<file path="config.mk">
export PLATFORM = sky130hd
export DESIGN_NAME = lsu_bus_master
export DESIGN_NICKNAME = d
export VERILOG_FILES = /design/src/rtl/mem_pkg.sv /design/src/rtl/lsu_load_fmt.sv /design/src/rtl/lsu_bus_master.sv
export SDC_FILE = /design/constraint.sdc
export NUM_CORES = 1
export LEC_CHECK = 0
export ABC_AREA = 1
export ABC_CLOCK_PERIOD_IN_PS = 9100
export BUFFER_PORTS_ARGS = -buffer_cell sky130_fd_sc_hd__buf_4
export CORE_AREA = 4 4 143 145
export DETAILED_ROUTE_END_ITERATION = 7
export DIE_AREA = 0 0 147 149
export PLACE_DENSITY = 0.85
export SETUP_SLACK_MARGIN = 0.3
export SYNTH_ARGS = -nofsm -noshare
export SYNTH_HDL_FRONTEND = slang
export SYNTH_SLANG_ARGS = --single-unit
</file>
<file path="constraint.sdc">
create_clock -name clk -period 9.1 [get_ports clk]
set_input_delay 0.91 -clock clk [delete_from_list [all_inputs] [get_ports clk]]
set_output_delay 0.91 -clock clk [all_outputs]
set_load 0.1 [all_outputs]
</file>
<file path="src/rtl/mem_pkg.sv">
// Shared encodings and request-shaping helpers for the data-memory initiator
// and any slave-side model that must decode the same load/store types.
package mem_pkg;

  localparam logic [1:0] ST_W = 2'd0;
  localparam logic [1:0] ST_H = 2'd1;
  localparam logic [1:0] ST_B = 2'd2;

  localparam logic [2:0] LD_W  = 3'd0;
  localparam logic [2:0] LD_H  = 3'd1;
  localparam logic [2:0] LD_HU = 3'd2;
  localparam logic [2:0] LD_B  = 3'd3;
  localparam logic [2:0] LD_BU = 3'd4;

  localparam logic [3:0] BE_WORD    = 4'b1111;
  localparam logic [3:0] BE_HALF_LO = 4'b0011;
  localparam logic [3:0] BE_HALF_HI = 4'b1100;
  localparam logic [3:0] BE_BYTE0   = 4'b0001;

  typedef enum logic [1:0] {
    S_IDLE = 2'd0,
    S_REQ  = 2'd1,
    S_DONE = 2'd2
  } lsu_state_e;

  // Unlisted encodings (StoreType 3, LoadType 5-7) fall back to word access.
  function automatic logic access_aligned(input logic we, input logic [1:0] st,
                                          input logic [2:0] lt, input logic [1:0] off);
    logic ok;
    ok = (off == 2'b00);
    if (we) begin
      if (st == ST_H) ok = ~off[0];
      else if (st == ST_B) ok = 1'b1;
    end else begin
      if (lt == LD_H || lt == LD_HU) ok = ~off[0];
      else if (lt == LD_B || lt == LD_BU) ok = 1'b1;
    end
    return ok;
  endfunction

  function automatic logic [3:0] store_be(input logic [1:0] st, input logic [1:0] off);
    logic [3:0] be;
    be = BE_WORD;
    if (st == ST_H) be = off[1] ? BE_HALF_HI : BE_HALF_LO;
    else if (st == ST_B) be = BE_BYTE0 << off;
    return be;
  endfunction

  function automatic logic [31:0] store_data(input logic [1:0] st, input logic [31:0] wd);
    logic [31:0] d;
    d = wd;
    if (st == ST_H) d = {2{wd[15:0]}};
    else if (st == ST_B) d = {4{wd[7:0]}};
    return d;
  endfunction

endpackage

</file>
<file path="src/rtl/lsu_load_fmt.sv">
// Extracts and extends the addressed halfword/byte of a bus read word.
// Purely combinational so the slave-side model can reuse it.
module lsu_load_fmt
  import mem_pkg::*;
(
  input  logic [31:0] bus_rdata,
  input  logic [2:0]  load_type,
  input  logic [1:0]  byte_off,
  output logic [31:0] rdata
);

  logic [15:0] half;
  logic [7:0]  sel_byte;

  always_comb begin
    half     = byte_off[1] ? bus_rdata[31:16] : bus_rdata[15:0];
    sel_byte = bus_rdata[7:0];
    case (byte_off)
      2'd1:    sel_byte = bus_rdata[15:8];
      2'd2:    sel_byte = bus_rdata[23:16];
      2'd3:    sel_byte = bus_rdata[31:24];
      default: sel_byte = bus_rdata[7:0];
    endcase
  end

  always_comb begin
    rdata = bus_rdata;
    case (load_type)
      LD_H:    rdata = {{16{half[15]}}, half};
      LD_HU:   rdata = {16'd0, half};
      LD_B:    rdata = {{24{sel_byte[7]}}, sel_byte};
      LD_BU:   rdata = {24'd0, sel_byte};
      default: rdata = bus_rdata;
    endcase
  end

endmodule

</file>
<file path="src/rtl/lsu_bus_master.sv">
// MEM-stage bus initiator: turns pipeline load/store requests into a
// req/ack bus transaction, stalls until it completes, and formats loads.
module lsu_bus_master
  import mem_pkg::*;
#(
  parameter int unsigned TIMEOUT = 255
) (
  input  logic        clk,
  input  logic        rst,
  input  logic        mem_valid,
  input  logic        MemWr,
  input  logic [1:0]  StoreType,
  input  logic [2:0]  LoadType,
  input  logic [31:0] addr,
  input  logic [31:0] wdata,
  input  logic [31:0] PC_M,
  output logic        stall,
  output logic [31:0] rdata,
  output logic        rdata_valid,
  output logic        misalign,
  output logic        bus_err,
  output logic [31:0] bad_pc,
  output logic        bus_req,
  output logic        bus_we,
  output logic [31:0] bus_addr,
  output logic [3:0]  bus_be,
  output logic [31:0] bus_wdata,
  input  logic        bus_ack,
  input  logic [31:0] bus_rdata
);

  // wait_cnt counts REQ cycles already spent without ack; the abort fires in
  // the TIMEOUT-th such cycle so bus_req is high for exactly TIMEOUT cycles.
  localparam logic [31:0] TO_LAST = (TIMEOUT == 0) ? 32'd0 : TIMEOUT - 1;

  lsu_state_e  state, state_next;
  logic        op_we;
  logic [2:0]  op_lt;
  logic [31:0] op_addr, op_wdata, op_pc;
  logic [3:0]  op_be;
  logic [31:0] wait_cnt;
  logic [31:0] fmt_data;
  logic        aligned, accept, reject, timeout_hit, abort;

  assign aligned     = access_aligned(MemWr, StoreType, LoadType, addr[1:0]);
  assign timeout_hit = (TIMEOUT != 0) && (wait_cnt == TO_LAST);
  assign abort       = (state == S_REQ) && !bus_ack && timeout_hit;

  always_comb begin
    state_next = state;
    stall      = 1'b0;
    bus_req    = 1'b0;
    accept     = 1'b0;
    reject     = 1'b0;
    case (state)
      S_IDLE: begin
        if (mem_valid) begin
          if (aligned) begin
            accept     = 1'b1;
            stall      = 1'b1;
            state_next = S_REQ;
          end else begin
            reject = 1'b1;
          end
        end
      end
      S_REQ: begin
        stall   = 1'b1;
        bus_req = 1'b1;
        if (bus_ack || timeout_hit) state_next = S_DONE;
      end
      S_DONE:  state_next = S_IDLE;
      default: state_next = S_IDLE;
    endcase
  end

  // Request fields are only driven while a request is outstanding.
  assign bus_we    = bus_req & op_we;
  assign bus_addr  = bus_req ? {op_addr[31:2], 2'b00} : 32'd0;
  assign bus_be    = bus_req ? op_be : 4'd0;
  assign bus_wdata = bus_req ? op_wdata : 32'd0;

  lsu_load_fmt u_fmt (
    .bus_rdata (bus_rdata),
    .load_type (op_lt),
    .byte_off  (op_addr[1:0]),
    .rdata     (fmt_data)
  );

  always_ff @(posedge clk or posedge rst) begin
    if (rst) state <= S_IDLE;
    else     state <= state_next;
  end

  always_ff @(posedge clk or posedge rst) begin
    if (rst) begin
      op_we    <= 1'b0;
      op_lt    <= LD_W;
      op_addr  <= 32'd0;
      op_wdata <= 32'd0;
      op_be    <= 4'd0;
      op_pc    <= 32'd0;
      wait_cnt <= 32'd0;
    end else begin
      if (accept) begin
        op_we    <= MemWr;
        op_lt    <= LoadType;
        op_addr  <= addr;
        op_wdata <= MemWr ? store_data(StoreType, wdata) : 32'd0;
        op_be    <= MemWr ? store_be(StoreType, addr[1:0]) : BE_WORD;
        op_pc    <= PC_M;
      end
      if (state == S_REQ && !bus_ack) wait_cnt <= wait_cnt + 32'd1;
      else                            wait_cnt <= 32'd0;
    end
  end

  always_ff @(posedge clk or posedge rst) begin
    if (rst) begin
      rdata       <= 32'd0;
      rdata_valid <= 1'b0;
      misalign    <= 1'b0;
      bus_err     <= 1'b0;
      bad_pc      <= 32'd0;
    end else begin
      rdata_valid <= (state == S_REQ) && bus_ack && !op_we;
      misalign    <= reject;
      bus_err     <= abort;
      if ((state == S_REQ) && bus_ack && !op_we) rdata <= fmt_data;
      if (reject)     bad_pc <= PC_M;
      else if (abort) bad_pc <= op_pc;
    end
  end

endmodule

</file>
## Word-level counts from Yosys, hierarchy flattened

Index checks and enable logic that the tools add are counted.

- Bits in latches: 0
- Memory bits (read-only): 0
- Memory bits (writable): 0
- Register bits after elaboration: 205
- Memories: 0
- Logic and storage cells: 81

- Order comparisons: 0
- Muxes and demuxes: 33
- Reduce and logical (&&, ||, !) cells: 13
- Equal/unequal tests: 18
- Shift operators: 1
- Multipliers: 0
- Divide/modulo/power cells: 0
- Bitwise logic cells: 2
- $add $sub $neg: 1

Operators with widths:

| cell | count |
|---|---|
| $mux W32 | 8 |
| $pmux W32 S4 | 1 |
| $add A32 B1 Y32 const B | 1 |
| $eq A32 B8 Y1 const B | 1 |
| $pmux W8 S3 | 1 |
| $mux W4 | 5 |
| $mux W16 | 1 |
| $eq A3 B2 Y1 const B | 4 |
| $mux W1 | 12 |
| $eq A2 B1 Y1 const B | 3 |
| $eq A2 B2 Y1 const B | 3 |
| $eq A3 B1 Y1 const B | 2 |
| $eq A3 B3 Y1 const B | 2 |
| $mux W2 | 3 |
| $logic_and A1 B1 Y1 | 4 |
| $logic_not A2 Y1 | 2 |
| $ne A2 B2 Y1 const B | 2 |
| $pmux W2 S2 | 1 |
| $shl A1 B2 Y4 const A | 1 |
| $logic_or A1 B1 Y1 | 3 |
| $reduce_and A3 Y1 | 1 |
| $logic_not A1 Y1 | 2 |
| $ne A2 B1 Y1 const B | 1 |
| $pmux W1 S2 | 1 |
| 3 further kinds | 3 |

## Logic depth before layout (Yosys ltp)

Gate-level depths: netlist (run 1).

- Depth after elaboration: 9
- Mapped depth: 12
- Gate-level depth less buffers: 11

## Cells and area by module

A second synthesis (run 1) with hierarchy kept.

- Cells, all modules: 1563
- Area total of the unflattened synthesis: 11354.6 um^2

By module, submodules not included:

| module | area an instance (um^2) | cells each | times used | seq. area each (um^2) |
|---|---|---|---|---|
| lsu_bus_master | 10393.7 | 1366 | 1 | 5129.9 |
| lsu_load_fmt | 960.9 | 197 | 1 | 0.0 |

## Worst setup path before layout (run 1)

OpenSTA, ideal clock, no wires.

- Path type: register -> output
- Start point: register state[1]
- End point: output port bus_wdata[22]
- Stages on the path, launching flop included: 6
- Path slack: 5048 ps
- Path buffers: 2
- Arrival: 3142 ps
- Cells stage by stage: dfrtp_1 nor2_2 inv_2 buf_2 buf_1 nor2_1

- Longest elaborated chain between the ends: 3

RTL lines:

| item | RTL line | RTL |
|---|---|---|
| start: declaration | lsu_bus_master.sv:36 | `lsu_state_e state, state_next;` |
| start signal: assignment | lsu_bus_master.sv:92 | `else state <= state_next;` |
| $eq A2 B1 Y1 | lsu_bus_master.sv:55 | `case (state)` |
| $mux W1 | lsu_bus_master.sv:55 |  |
| named net bus_req | lsu_bus_master.sv:23 | `output logic bus_req,` |
| $mux W32 | lsu_bus_master.sv:81 | `assign bus_wdata = bus_req ? op_wdata : 32'd0;` |
| end: declaration | lsu_bus_master.sv:27 | `output logic [31:0] bus_wdata,` |

The timed path passes the listed nets, and every way through them passes these cells.

## Worst setup path in the final report (run 1)

- Start point: input port StoreType[0]
- End point: output port stall

- Longest elaborated chain between the ends: 7
- Elaborated cells on any way between the ends: 8
- Classes of those cells: eq/ne: 2; mux: 6

RTL lines:

| item | RTL line | RTL |
|---|---|---|
| start: declaration | lsu_bus_master.sv:12 | `input logic [1:0] StoreType,` |
| $eq A2 B2 Y1 | mem_pkg.sv:33 | `else if (st == ST_B) ok = 1'b1;` |
| $mux W1 | mem_pkg.sv:33 |  |
| $mux W1 * | mem_pkg.sv:32 | `if (st == ST_H) ok = ~off[0];` |
| $mux W1 * | mem_pkg.sv:31 | `if (we) begin` |
| $mux W1 * | lsu_bus_master.sv:58 | `if (aligned) begin` |
| $mux W1 * | lsu_bus_master.sv:57 | `if (mem_valid) begin` |
| $pmux W1 S2 * | lsu_bus_master.sv:55 |  |
| end: declaration | lsu_bus_master.sv:17 | `output logic stall,` |

Mark *: on every way between the ends. The rest lies on a longest branch, timed or not.

==> impl_results.md, run 1 <==
* Maxcap violations at 0
* DRC at 0
* Post-Synth Adder-Cell Area at 0.00227
* Number of port buffers at 273
* Core Box Area at approximately 0.019 sq mm
* Starting DRT DRC Count at 883
* Die X at about 150 um
* Vias in the first global route at between 10000 and 15000
* R2r endpoint: rdata[14]
* Reg2reg setup slack at a little under 6000 ps
* Synth Area in Simple Gates at 0.329
* Total Nets Final at between 1500 and 2000
* Power Total at 5.45 mW
* Peak supply drop at approximately 250 uV
* Worst-Margin Slew at 1280 ps
* Hold depth at 2
* Post-synthesis xor/xnor area fraction at 0.0119
* P per Cell Area at ~400 mW/mm^2
* Critical path capture point type: output pin
* Fraction of layout cells with a size suffix above 1 at 0.210
* Layout Skew at between 10 and 15 ps
* Total routed wirelength at about 32000 um
* Io pins at ~280
* Unique masters post-synth at 37
* Clock latency at the later pin of the worst-skew pair at 510 ps
* Top sig layer: met4
* FFs w/ async S/R, synth at 1.00
* GR Overflow Total at 0
* Period minus WS final at roughly 4100 ps
* Drt via density at around 5.4
* Most frequent cells in the layout: 415 x nand2_1, 281 x buf_4, 205 x dfrtp_1
* Total GRT Usage at 0.291
* CTS Buf Count at 22
* DR WL/cell at 16.2 um
* Layout Utilization at 0.718
* Mapped Area at 0.0110 sq mm
* Crit-path slowest cell: nand4_4
* Vias at about 11000
* First-pass GRT wire length at between 50000 and 60000 um
* RSZ-0062 raised after global routing: no
* Die height at 149 um
* Mapped Avg Cell Area at around 7.4 sq um
* Hold EP: op_pc[6]
* Met2 wire length at 15400 um
* Sink Count at 205
* Final setup margin at 4950 ps
* Main combinational cell family by area after synthesis: simple AND/OR/NAND/NOR gates
* Root Driver: clkbuf_16
* CTS tree: built
* Synthesized instance count at 1493
* CTS H-tree lvls at 1
* Largest net degree at the start of global routing at 135
* Reg2reg start: state[0]
* Ant diodes at 0
* WP data required at between 8000 and 9000 ps
* DP Cell Count at 1954
* Crit-path leading delay family: simple AND/OR/NAND/NOR gates
* Worst min-delay path category: flip-flop to flip-flop
* Mux cell area share after synthesis at 0
* Max stage delay on crit path at 570 ps
* 1st-pass router iterations at 5
* Hold_sp: op_pc[6]
* Yosys warns at 0
* Final Max Tran Viols at 0
* CTS Hold Buffers Added at 0
* Crit-path cells: buf_4 -> inv_1 -> nand2_1 -> nand2_1 -> o21ai_1 -> nand2_2 -> nand4_4 -> nand2_1 -> buf_4
* Hpwl dp at between 20000 and 25000 um
* Number of flops mapped to enable cells by yosys at 0
* Main synth FF type: dfrtp_1
* Outcome: complete, no violations
* Final hold vios at 0
* CP max FO at between 40 and 50
* Post-Route M1 WL at between 10000 and 15000 um
* Wire length on met3 at 2580 um
* Critical path origin: StoreType[0]
* Clock Pin Slew Worst Setup and Hold Paths at roughly 60 ps
* R2R depth at 6
* WP data arrival at ~3200 ps
* Area fraction in compound gates after synthesis at 0.0832
* WP buf/inv at 3
* CTS resizes at 0
* Post-Layout Cell Count at approximately 2000
* Placer congestion estimate at between 0.9 and 1
* Post-CTS setup buffer count at 0
* Setup TNS at 0 ps
* Crit path kind: primary input to output pin
* P&R area growth vs syn at 24.9%
* Post-synthesis register bit count at 205
* Site Rows at 51
* Die area at between 0.02 and 0.025 sq mm
* Leak at roughly 7 nW
* Initial antenna violation count at 0
* Top cell by count, worst path: nand2_1
* Seq/Total Area, Yosys at 0.465
* Number of routed nets with antenna violations at 0
* Most common cell after layout, fill and taps aside: nand2_1
* Final setup vio count at 0
* Type of origin of the critical path: primary input
* Period utilisation layout at 0.456
* Worst slew margin at 0.145
* Starting density of the core at 0.575
* F_max at around 240 MHz
* CTS max path bufs at 3
* Pre-CTS setup slack at 4930 ps
==> cells in the mapped netlist (5+ instances only) <==
| cell type | count | area (sq um) |
|---|---|---|
| dfrtp_1 | 205 | 5130 |
| o211ai_1 | 24 | 180 |
| nor2_2 | 5 | 31.3 |
| a31oi_1 | 8 | 50.1 |
| clkbuf_1 | 29 | 109 |
| inv_2 | 5 | 18.8 |
| nor2_1 | 161 | 604 |
| nand3_2 | 20 | 200 |
| buf_2 | 29 | 145 |
| inv_1 | 187 | 702 |
| buf_4 | 19 | 143 |
| a21oi_1 | 59 | 295 |
| o21ai_1 | 23 | 115 |
| nor3_1 | 19 | 95.1 |
| xor2_1 | 12 | 105 |
| o21ai_0 | 54 | 270 |
| nand2_1 | 415 | 1560 |
| nand2_2 | 5 | 31.3 |
| buf_6 | 6 | 67.6 |
| nand3_1 | 143 | 716 |
| nand4_1 | 39 | 244 |
==> cell families (layout without fill, tap and decap cells) <==
| logic type | Yosys count | in the layout |
|---|---|---|
| compound gates | 169 | 169 |
| buf+inv | 279 | 514 |
| fa+ha+maj | 2 | 2 |
| flops | 205 | 205 |
| simple gates | 822 | 822 |
| other cells | 1 | 2 |
| xor+xnor | 15 | 15 |
==> worst max-delay path by stage <==
stage | to | slack (ps) | cells past startpoint
floorplan | bad_pc[0] | 2590 | 1
global placement | stall | 4950 | 9
detailed placement | stall | 4930 | 9
CTS | stall | 4910 | 9
global route | stall | 4610 | 9
finish | stall | 4950 | 9
==> power by group <==
| group | switching [mW] | internal [mW] |
|---|---|---|
| combinational | 2.38 | 0.620 |
| sequential | 0.247 | 1.28 |
| clock | 0.367 | 0.555 |
==> per-stage QoR <==
stage                     hold slack, ps  area (sq um)
after floorplan                      449         11000
after global placement               461         13000
after detailed placement             465         13000
after CTS                            482         13800
after global routing                 499         13800
final                                477         13800
==> layer usage <==
layer,vias to the layer above,GRT usage
met5,-,0
li1,5177,-
met2,470,0.484
met3,75,0.0526
met1,4988,0.391
met4,0,0.0913
==> worst register-to-register path, cell delays in order (launching register included) <==
cell	delay (ps)
dfrtp_1	450
inv_1	80
nor2_2	200
nand3_1	900
inv_1	1180
nor2_1	120
a31oi_1	200
==> layout make-up <==
cell class / count / area [sq um]
repair buffers: 281 / 2110
multi-input cells: 1010 / 4730
clock inverters: 8 / 103
well taps: 265 / 332
flip-flops and latches: 205 / 5130
inverters: 193 / 734
fillers: 1528 / 5420
clock buffers: 32 / 649
==> sequential cells by signal (all words and copies together), names as in the netlist, 2 cells and up <==
register and cells:
bad_pc 32, op_addr 32, op_pc 32, op_wdata 32, rdata 32, wait_cnt 32, op_be 4, op_lt 3
state 2
(Power assumes the default switching activity.)
==> run 2, diff against run 1 <==
Settings changed: ABC_CLOCK_PERIOD_IN_PS 9100 to 4200, CORE_AREA 4 4 143 145 to 4 4 148 150, DIE_AREA 0 0 147 149 to 0 0 152 154, PLACE_DENSITY 0.85 to 0.8.
Clock period 9.1 ns to 4.2 ns, I/O delays scaled along.
==> impl_results.md, run 2 (same netlist as run 1, synthesis figures left out) <==
* Outcome: complete, no violations
* Layout Skew at 16.2 ps (+5.21 ps)
* Crit path kind: primary input to flip-flop
* Reg2reg start: op_lt[0]
* CP max FO at 34 (-31%)
* Maxcap violations at 0 (unchanged)
* Leak at 7.11 nW (+0.75%)
* Reg2reg setup slack at 1640 ps (-4250 ps)
* Worst min-delay path category: primary input to flip-flop
* Clock latency at the later pin of the worst-skew pair at 500 ps (about the same)
* Critical path origin: StoreType[1]
* RSZ-0062 raised after global routing: no
* Clock Pin Slew Worst Setup and Hold Paths at 60 ps (about the same)
* Setup TNS at 0 ps (unchanged)
* M3 GR Usage at 0.0425 (-0.0101)
* Most common cell after layout, fill and taps aside: nand2_1
* Hpwl dp at 21700 um (-1.6%)
* Core Box Area at 0.0207 sq mm (+7.7%)
* Starting DRT DRC Count at 751 (-15%)
* Root Driver: clkbuf_16
* Worst-Margin Slew at 1260 ps (-23.2 ps)
* Final Max Tran Viols at 0 (unchanged)
* Site Rows at 53 (+3.9%)
* CTS tree: built
* CTS max path bufs at 3 (unchanged)
* WP data required at 4630 ps (-3560 ps)
* Die X at 152 um (+3.4%)
* P per Cell Area at 859 mW/mm^2 (+120%)
* 1st-pass router iterations at 5 (unchanged)
* Total routed wirelength at 31800 um (-1.2%)
* P&R area growth vs syn at 25.9%
* Peak supply drop at 488 uV (+95%)
* Most frequent cells in the layout: 415 x nand2_1, 282 x buf_4, 205 x dfrtp_1
* Type of origin of the critical path: primary input
* First-pass GRT wire length at 51500 um (-2.4%)
* CTS resizes at 0 (unchanged)
* DR WL/cell at 15.8 um (-1.9%)
* Die height at 154 um (+3.4%)
* Number of routed nets with antenna violations at 0 (unchanged)
* DRC at 0 (unchanged)
* Vias at 10700 (-0.55%)
* GR Overflow Total at 0 (unchanged)
* Drt via density at 5.31 (-1.2%)
* Period minus WS final at roughly 2800 ps
* WP data arrival at 3220 ps (-20 ps)
* Final setup vio count at 0 (unchanged)
* Vias in the first global route at 10200 (-3.6%)
* Capture point of the worst path: op_pc[17]
* R2r endpoint: rdata[0]
* Starting density of the core at 0.534 (-0.0412)
* Worst slew margin at 0.162 (+0.0170)
* CTS Hold Buffers Added at 0 (unchanged)
* Met2 usage at 0.440 (-0.0441)
* Placer congestion estimate at 0.895 (-6.3%)
* Period utilisation layout at 0.663
* GR peak layer: met2
* Critical path capture point type: flip-flop
* Sink Count at 205 (unchanged)
* Initial antenna violation count at 0 (unchanged)
* Total Nets Final at 1857 (+0.22%)
* Post-CTS setup buffer count at 0 (unchanged)
* Total GRT Usage at 0.262 (-0.0288)
* Number of port buffers at 273 (unchanged)
* FILL cells at 1785 (+17%)
* Hold_sp: addr[15]
* F_max at approximately 360 MHz
* DP Cell Count at 1967 (+0.67%)
* Die area at 0.0234 sq mm (+6.9%)
* CTS Buf Count at 23 (+4.5%)
* Post-Layout Cell Count at 2007 (+0.65%)
* Largest net degree at the start of global routing at 150 (+11%)
* R2R depth at 8 (+2)
* Ant diodes at 0 (unchanged)
* Global-route met1 utilization at 0.351 (-0.0396)
* Final hold vios at 0 (unchanged)
* Io pins at 276 (unchanged)
* Fraction of layout cells with a size suffix above 1 at 0.214 (+0.00368)
* CTS H-tree lvls at 1 (unchanged)
[run 2: routing by layer]
metal,part of all wire,vias to the layer above,routed length [um]
met1,0.42,4932,13300
met3,0.073,72,2330
met4,0.031,0,979
met5,0,-,0
li1,-,5181,-
met2,0.48,466,15200
[run 2: worst max-delay path: stages]
cell,delay (ps)
buf_4,110
inv_1,70
nand2_2,200
nand2_1,490
o21ai_1,160
nand2_2,160
nand2_4,260
nor2_4,620
buf_4,470
nand3_1,120
nand2_1,90
[run 2: cell type report]
cell class	count	area, sq um	area share
well taps	275	344	0.0247
flip-flops and latches	205	5130	0.369
clock buffers	29	648	0.0466
inverters	193	731	0.0525
multi-input cells	1010	4730	0.340
repair buffers	284	2160	0.155
clock inverters	11	164	0.0118
[run 2: through the flow]
stage | utilization | setup WS [ps] | total power [mW] | instance area, sq um | hold slack [ps]
5_1_grt | 0.672 | 1130 | 12.5 | 13900 | 132
3_3_place_gp | 0.633 | 998 | 9.70 | 13100 | 464
6_report | 0.672 | 1420 | 11.9 | 13900 | 143
2_1_floorplan | - | 638 | 8.40 | 11000 | 449
3_5_place_dp | 0.633 | 945 | 9.80 | 13100 | 466
4_1_cts | 0.672 | 1460 | 12.0 | 13900 | 128
[run 2: worst min-delay path by stage]
| stage | to | slack, ps | depth (start not counted) |
|---|---|---|---|
| 2_1_floorplan | op_addr[10] | 450 | 2 |
| 3_3_place_gp | op_pc[1] | 460 | 2 |
| 3_5_place_dp | op_addr[6] | 470 | 2 |
| 4_1_cts | op_addr[15] | 130 | 3 |
| 5_1_grt | op_addr[6] | 130 | 3 |
| 6_report | op_addr[15] | 140 | 3 |
[run 2: where the power goes]
part	switching, mW	internal, mW
Clock	0.808	1.33
Combinational	5.15	1.35
Sequential	0.532	2.77
